### src/rtl/mem_responder_if.sv
// Command/response bus between a requester and mem_responder.
// Latency: none (wires only).
// Backpressure: none; the responder accepts one command per cycle when idle.
// Ports: mem_cmd/mem_addr/write_data (requester -> responder),
//        read_data/read_valid (responder -> requester).
interface mem_responder_if;
  logic [1:0]  mem_cmd;
  logic [8:0]  mem_addr;
  logic [15:0] write_data;
  logic [15:0] read_data;
  logic        read_valid;

  modport master (
    output mem_cmd, mem_addr, write_data,
    input  read_data, read_valid
  );

  modport slave (
    input  mem_cmd, mem_addr, write_data,
    output read_data, read_valid
  );
endinterface

### src/rtl/mem_responder.sv
// Memory-mapped responder: 256x16 RAM, LED register and synchronized switch port.
// Latency: READ sampled at edge N returns read_data/read_valid from edge N (one cycle).
// Backpressure: none; commands are ignored while busy (post-reset RAM clear, 256 cycles).
// Ports: clk, reset (async active-high); bus (slave modport: mem_cmd, mem_addr,
//        write_data, read_data, read_valid); busy, bad_access (sticky), SW in, LEDR out.
module mem_responder (
  input  logic             clk,
  input  logic             reset,
  mem_responder_if.slave   bus,
  output logic             busy,
  output logic             bad_access,
  input  logic [7:0]       SW,
  output logic [7:0]       LEDR
);

  localparam logic [1:0] CMD_NONE  = 2'b00;
  localparam logic [1:0] CMD_READ  = 2'b01;
  localparam logic [1:0] CMD_WRITE = 2'b10;
  localparam logic [1:0] CMD_RSVD  = 2'b11;

  localparam logic [8:0] ADDR_LED = 9'h100;
  localparam logic [8:0] ADDR_SW  = 9'h140;

  typedef enum logic {CLEAR, IDLE} state_t;

  state_t      state, state_nxt;
  logic [7:0]  clr_idx, clr_idx_nxt;
  logic [7:0]  sw_s1, sw_s2;
  logic [15:0] ram [256];

  logic        ram_we;
  logic [7:0]  ram_waddr;
  logic [15:0] ram_wdata;
  logic        led_we;
  logic        rd_en;
  logic [15:0] rd_mux;
  logic        err;

  logic        is_ram;
  assign is_ram = (bus.mem_addr[8] == 1'b0);

  assign busy = (state == CLEAR);

  always_comb begin
    state_nxt   = state;
    clr_idx_nxt = clr_idx;
    ram_we      = 1'b0;
    ram_waddr   = bus.mem_addr[7:0];
    ram_wdata   = bus.write_data;
    led_we      = 1'b0;
    rd_en       = 1'b0;
    err         = 1'b0;
    rd_mux      = 16'h0000;

    // Read source mux; unmapped addresses read as zero.
    if (is_ram)
      rd_mux = ram[bus.mem_addr[7:0]];
    else if (bus.mem_addr == ADDR_LED)
      rd_mux = {8'h00, LEDR};
    else if (bus.mem_addr == ADDR_SW)
      rd_mux = {8'h00, sw_s2};

    case (state)
      CLEAR: begin
        // Commands are ignored entirely here; only the zeroing write happens.
        ram_we      = 1'b1;
        ram_waddr   = clr_idx;
        ram_wdata   = 16'h0000;
        clr_idx_nxt = clr_idx + 8'd1;
        if (clr_idx == 8'hFF)
          state_nxt = IDLE;
      end
      IDLE: begin
        case (bus.mem_cmd)
          CMD_READ: begin
            rd_en = 1'b1;
            if (!is_ram && bus.mem_addr != ADDR_LED && bus.mem_addr != ADDR_SW)
              err = 1'b1;
          end
          CMD_WRITE: begin
            if (is_ram)
              ram_we = 1'b1;
            else if (bus.mem_addr == ADDR_LED)
              led_we = 1'b1;
            else
              err = 1'b1;  // switch port is read-only; everything else unmapped
          end
          CMD_RSVD: err = 1'b1;
          CMD_NONE: ;
          default:  ;
        endcase
      end
      default: state_nxt = CLEAR;
    endcase
  end

  always_ff @(posedge clk or posedge reset) begin
    if (reset) begin
      state          <= CLEAR;
      clr_idx        <= 8'h00;
      sw_s1          <= 8'h00;
      sw_s2          <= 8'h00;
      LEDR           <= 8'h00;
      bad_access     <= 1'b0;
      bus.read_data  <= 16'h0000;
      bus.read_valid <= 1'b0;
    end else begin
      state          <= state_nxt;
      clr_idx        <= clr_idx_nxt;
      sw_s1          <= SW;
      sw_s2          <= sw_s1;
      bus.read_valid <= rd_en;
      if (rd_en)
        bus.read_data <= rd_mux;
      if (led_we)
        LEDR <= bus.write_data[7:0];
      if (err)
        bad_access <= 1'b1;
    end
  end

  // RAM has no reset; its contents become defined only through the clear sweep.
  always_ff @(posedge clk) begin
    if (ram_we)
      ram[ram_waddr] <= ram_wdata;
  end

endmodule

### src/flat_wrapper.sv
// flat-port wrapper written by rule: the top's interface ports become plain ports
module mem_responder_flat 
  (clk, reset, busy, bad_access, SW, LEDR, bus_mem_cmd, bus_mem_addr, bus_write_data, bus_read_data, bus_read_valid);
  mem_responder_if bus_i ();
  input  logic clk;
  input  logic reset;
  output logic busy;
  output logic bad_access;
  input  logic [7:0] SW;
  output logic [7:0] LEDR;
  input wire logic [$bits(bus_i.mem_cmd)-1:0] bus_mem_cmd;
  input wire logic [$bits(bus_i.mem_addr)-1:0] bus_mem_addr;
  input wire logic [$bits(bus_i.write_data)-1:0] bus_write_data;
  output wire logic [$bits(bus_i.read_data)-1:0] bus_read_data;
  output wire logic [$bits(bus_i.read_valid)-1:0] bus_read_valid;
  assign bus_i.mem_cmd = bus_mem_cmd;
  assign bus_i.mem_addr = bus_mem_addr;
  assign bus_i.write_data = bus_write_data;
  assign bus_read_data = bus_i.read_data;
  assign bus_read_valid = bus_i.read_valid;
  mem_responder u_core (.clk(clk), .reset(reset), .bus(bus_i), .busy(busy), .bad_access(bad_access), .SW(SW), .LEDR(LEDR));
endmodule
### config.mk
export PLATFORM = sky130hd
export DESIGN_NAME = mem_responder_flat
export DESIGN_NICKNAME = d
export VERILOG_FILES = /design/src/rtl/mem_responder_if.sv /design/src/rtl/mem_responder.sv /design/src/flat_wrapper.sv
export SDC_FILE = /design/constraint.sdc
export NUM_CORES = 2
export LEC_CHECK = 0
export BUFFER_PORTS_ARGS = -buffer_cell sky130_fd_sc_hd__clkbuf_2
export CAP_MARGIN = 10
export CELL_PAD_IN_SITES_DETAIL_PLACEMENT = 1
export CELL_PAD_IN_SITES_GLOBAL_PLACEMENT = 1
export CORE_MARGIN = 8
export CORE_UTILIZATION = 50
export DETAILED_ROUTE_END_ITERATION = 8
export PLACE_DENSITY_LB_ADDON = 0.1
export SYNTH_ARGS = -nofsm -noshare
export SYNTH_HDL_FRONTEND = slang
export SYNTH_SLANG_ARGS = --single-unit
### constraint.sdc
create_clock -name clk -period 7.1 [get_ports clk]
set_input_delay 1.065 -clock clk [delete_from_list [all_inputs] [get_ports clk]]
set_output_delay 1.065 -clock clk [all_outputs]
set_load 0.01 [all_outputs]
---- Word level (Yosys, flattened, before mapping) ----
Memory sizes are Yosys's and may differ from the RTL's.
Index checks and enable logic that the tools add are counted.
cells by class
  eq/ne operators ......................... 8
  muxes and demuxes ....................... 23
  reduce and logical (&&, ||, !) cells .... 2
  add/subtract/negate cells ............... 1
  bitwise operators ....................... 1
operators by type and width
  operator               number
  $mux W16               3
  $eq A9 B9 Y1 const B   2
  $ne A9 B9 Y1 const B   2
  $mux W1                16
  $mux W8                2
  $add A8 B1 Y8 const B  1
  $eq A8 B8 Y1 const B   1
  $eq A2 B2 Y1 const B   2
  $pmux W1 S3            1
  $eq A2 B1 Y1 const B   1
  $logic_and A1 B1 Y1    2
  $pmux W1 S2            1
  $not A1 Y1             1
storage, ports and cells
  output and inout bits ................... 27
  register bits after elaboration ......... 51
  RAM bits ................................ 4096
  memories ................................ 1
  input port bits ......................... 37
memories
  memory      depth  bits a word  read ports  clocked after memory_dff  write ports  RTL line             source
  u_core.ram  256    16           1           0                         1            mem_responder.sv:29  logic [15:0] ram [256];

---- Longest topological paths before layout ----
  word-level depth ........................ 6
  depth in mapped cells ................... 14
  gate-level depth less buffers ........... 8

---- Worst setup path after synthesis ----
Ideal clock, no wire load.
  path type ............................... register -> register
  start point ............................. reg u_core.state
  end point ............................... mem u_core.ram[0][10], data pin
  setup time .............................. 0.867 ns
  data required time ...................... 6.233 ns
  stages on the path, launching flop included .. 5
  path slack .............................. 1.760 ns
  arrival ................................. 4.474 ns
  cell sequence ........................... dfrtp_1 clkbuf_1 buf_1 clkbuf_1 and2_1
on the way
  word-level cells in the longest chain between the ends .. 1
ends and longest elaborated chain
  what                            RTL line              source
  start, declared                 mem_responder.sv:26   state_t state, state_nxt;
  start signal, assigned          mem_responder.sv:108  state <= state_nxt;
  $mux W16                        mem_responder.sv:63   case (state)
  named net u_core.ram_wdata[10]  mem_responder.sv:33   logic [15:0] ram_wdata;
  end, declared                   mem_responder.sv:29
The timed path passes the listed nets, and every way through them passes these cells.

---- Worst setup path in the final report ----
  start point ............................. in bus_mem_addr[2]
  end point ............................... reg u_core.bus.read_data[13]
on the way
  word-level cells in the longest chain between the ends .. 2
ends and longest elaborated chain
  what                  RTL line                source
  start, declared       flat_wrapper.sv:12      input wire logic [$bits(bus_i.mem_addr)-1:0] bus_mem_addr;
  $mem_v2 Z256 W16      -
  $mux W16              mem_responder.sv:56     if (is_ram)
  end signal, assigned  mem_responder.sv:114    bus.read_data <= rd_mux;
  end, declared         mem_responder_if.sv:20  output read_data, read_valid
Every way passes these cells.
A chain may end at the register's enable or synchronous reset.

==> results.yml <==
run_status:
  status: "complete, but fails checks"
  violations: "slew limit"
critical_path:
  cp-start-kind: "primary input"
  rr_endpoint: "u_core.ram[44][8]$_DFFE_PP_"
  slowest_stage: "nor2b_4"
  path_max_fanout: 31
  cpPeakStageDelay_ns: 1.03
  required_ns: 8.04
  r2r_start: "u_core.state$_DFF_PP0_"
  cp.arrival_ns: 5.74
  r2r_slack_ns: 2.66
  path_common_cell: "a21oi_1"
  crit_type: "primary input to register"
  cp-end-kind: "register"
  crit_chain: "buf_8, buf_4, nor2b_4, buf_12, a22oi_1, a21oi_1, o21ai_0, a31o_2, a21oi_1, a221o_1"
  worst_r2r_path_depth: 7
drt:
  ant_nets: 0
  first_iter_violations: 12800
  first_pass_iters: 6
  vias: 85200
  vias_per_cell: 6.69
  wl_met1_mm: 208
  drc: 0
  top_layer_used: "met5"
  wl_per_cell_um: 40.8
  wl_met2_mm: 233
  wl_met3_mm: 53.5
  drt-total-wl_mm: 520
sta:
  setup_viol: 0
  worst_pin_slew_ns: 1.80
  whs_ns: 0.200
  hold_viol_final: 0
  fin_crit_sh_pct: 67.6
  slew_violations: 159
  fmax_mhz: 208
  tns_ns: 0
  finClkSkew_ns: 0.0615
  rsz0062_at_grt: "false"
  slew_headroom_pct: -20.1
  finalCriticalPeriod_ns: 4.80
clocking:
  cts_tree: "built"
  clock_latency_ns: 1.00
  cts_resized: 0
  clock_sinks: 4147
  cts.clk_slew.worst_paths_ns: 0.06
  h-tree-depth: 5
  hold_buffers: 0
  cts_made_buffers: 427
  cts_root_buf: "clkbuf_16"
  post_cts_buffers: 0
  cts_buffer_depth: 4
yosys:
  synth-compound-area-share_pct: 3.50
  synthArstFlopShare_pct: 1.23
  synth_nets: 7566
  ys_ff_latch: 4147
  synth_top_family_by_area: "multiplexers"
  synth_xor_area_share_pct: 0.0381
  syn_avg_cell_area_um2: 21.4
  yosys_warnings: 0
  ys.flop_type: "edfxtp_1"
  netlist_area_um2: 161000
  synth_simple_gate_area_share_pct: 1.99
  synthAdderAreaFrac_pct: 0.00778
  postSynthCellCount: 7528
  synth_edf_count: 4096
  synth_mux_area_share_pct: 15.4
  synth_cell_types: 81
  synth_seq_area_share_pct: 77.3
grt:
  overflow: 0
  grt_max_degree: 209
  track_usage_pct: 30.0
  antenna_found_initial: 41
  grt_pass1_vias: 85300
  grt_pass1_wl_mm: 709
worst_hold_path:
  holdPathStages: 1
  min_from: "SW[5]"
  hold_path_class: "primary input to register"
  min_to: "u_core.sw_s1[5]$_DFF_PP0_"
power:
  pwr-share-comb_pct: 3.2
  powerDensity_nw_per_um2: 277
  switching_share_pct: 21.0
  peakVddDrop_v: 0.000235
  p_int_uw: 39900
  pwr-share-seq_pct: 52.5
  power_leakage_uw: 0.0483
  clkPwrFrac_pct: 44.4
  switching_power_uw: 10600
floorplan:
  dieHeight_um: 583
  die_w_um: 583
  die-area_um2: 340000
  rows: 208
  core_area_um2: 320000
  start_util_pct: 50.2
  io_pins: 64
final_layout:
  area_growth_pct: 13.5
  nNetsFinal: 8094
  nFillCells: 26800
  drive_gt1_share_pct: 26.6
place:
  dpl.hpwl_mm: 310
  place_congestion: 0.917
  numPortBuffers: 63
flow_run:
  max-cap-violations: 0
## metal layers
layer	up-vias	GRT usage (%)
li1	32800	-
met1	46400	43.0
met2	5007	44.8
met3	986	6.68
met4	20	12.9
met5	-	0
## stage by stage
| step | cells | setup slack [ns] | cell area [um^2] | util, % | total power (uW) |
|---|---|---|---|---|---|
| floorplan | 7528 | 1.76 | 161000 | - | 27900 |
| global placement | 11900 | 1.12 | 168000 | 52.6 | 28600 |
| detailed placement | 11900 | 1.40 | 169000 | 52.6 | 28600 |
| CTS | 12700 | 2.45 | 182000 | 56.9 | 50700 |
| global route | 12700 | 2.31 | 182000 | 56.9 | 51600 |
| finish | 12700 | 2.30 | 182000 | 56.9 | 50500 |
## cells by family (layout without fill, tap and decap cells)
family          after synthesis  after routing
other cells                   0             23
xor+xnor                      7              7
buf+inv                     460           1341
compound gates              803            803
fa+ha+maj                     1              1
flops                      4147           4147
mux                        1371           1371
simple gates                739            739
## cell usage after synthesis (all sizes together), types with 8 or more instances
library cell	number	area, um^2
clkbuf	182	687
o2111ai	10	87.6
nor2	341	1280
a221o	14	140
dfrtp	51	1280
a22oi	87	653
o22ai	108	676
edfxtp	4096	123000
nand2b	11	68.8
a221oi	57	505
mux4	858	19500
nor4	10	62.6
a31oi	43	269
nand2	198	743
nand3	58	290
mux2i	467	4670
buf	269	2160
a21oi	146	731
nor3	33	170
o211ai	10	75.1
o31ai	9	81.3
o221ai	95	832
a2111oi	12	118
a22o	16	140
a211oi	27	208
o21ai	101	505
nand4	8	50.1
nor2b	12	75.1
a311oi	13	114
and2	35	219
mux2	46	518
or3	15	93.8
## flip-flops by register name (all words and copies together) (netlist names)
signal                 count
u_core.LEDR                8
u_core.bad_access          1
u_core.bus.read_data      16
u_core.bus.read_valid      1
u_core.clr_idx             8
u_core.ram              4096
u_core.state               1
u_core.sw_s1               8
u_core.sw_s2               8
## power groups by stage
stage	combinational, uW	sequential [uW]	clock, uW
2_1_floorplan	891	27000	0
3_3_place_gp	1570	27000	0
3_5_place_dp	1580	27000	0
4_1_cts	1580	26500	22700
5_1_grt	1630	26500	23500
6_report	1610	26500	22400
## final cells by class
cell class,instances,area [um^2],share of cell area [%]
Sequential cell,4147,124000,68.1
Multi-Input combinational cell,2921,34300,18.8
Clock buffer,533,11300,6.17
Tap cell,4305,5390,2.95
Timing Repair Buffer,550,4610,2.53
Clock inverter,249,2510,1.38
Antenna cell,23,57.6,0.0316
Inverter,9,48.8,0.0267
## worst max-delay path: cells and delay by family
family	cells	cell delay, ns
and+or+nand+nor	1	1.03
buffers and inverters	3	1.26
AOI/OAI and AO/OA	6	2.18
## worst max-delay path by stage
stage / endpoint / start / slack, ns / cells after the start
after global routing: u_core.bus.read_data[15]$_DFFE_PP0P_ / bus_mem_addr[0] / 2.31 / 12
after floorplan: u_core.ram[0][10]$_DFFE_PP_ / u_core.state$_DFF_PP0_ / 1.76 / 4
after global placement: u_core.bus.read_data[8]$_DFFE_PP0P_ / bus_mem_addr[1] / 1.12 / 9
after CTS: u_core.bus.read_data[15]$_DFFE_PP0P_ / bus_mem_addr[0] / 2.45 / 12
after detailed placement: u_core.bus.read_data[15]$_DFFE_PP0P_ / bus_mem_addr[0] / 1.40 / 12
final: u_core.bus.read_data[13]$_DFFE_PP0P_ / bus_mem_addr[2] / 2.30 / 10
## cells in the final DEF (no fill, tap or decap), types with 69 or more instances in the layout
| cell | instances |
|---|---|
| edfxtp_1 | 4096 |
| mux4_2 | 814 |
| mux2i_1 | 467 |
| buf_4 | 438 |
| clkbuf_16 | 432 |
| nand2_1 | 196 |
| nor2_1 | 175 |
| nor2_2 | 161 |
| a21oi_1 | 146 |
| o22ai_1 | 108 |
| clkinv_1 | 106 |
| o221ai_1 | 95 |
| clkbuf_1 | 94 |
| o21ai_0 | 93 |
| a22oi_1 | 87 |
| clkinv_2 | 69 |
Power figures use the tool's default switching activity.
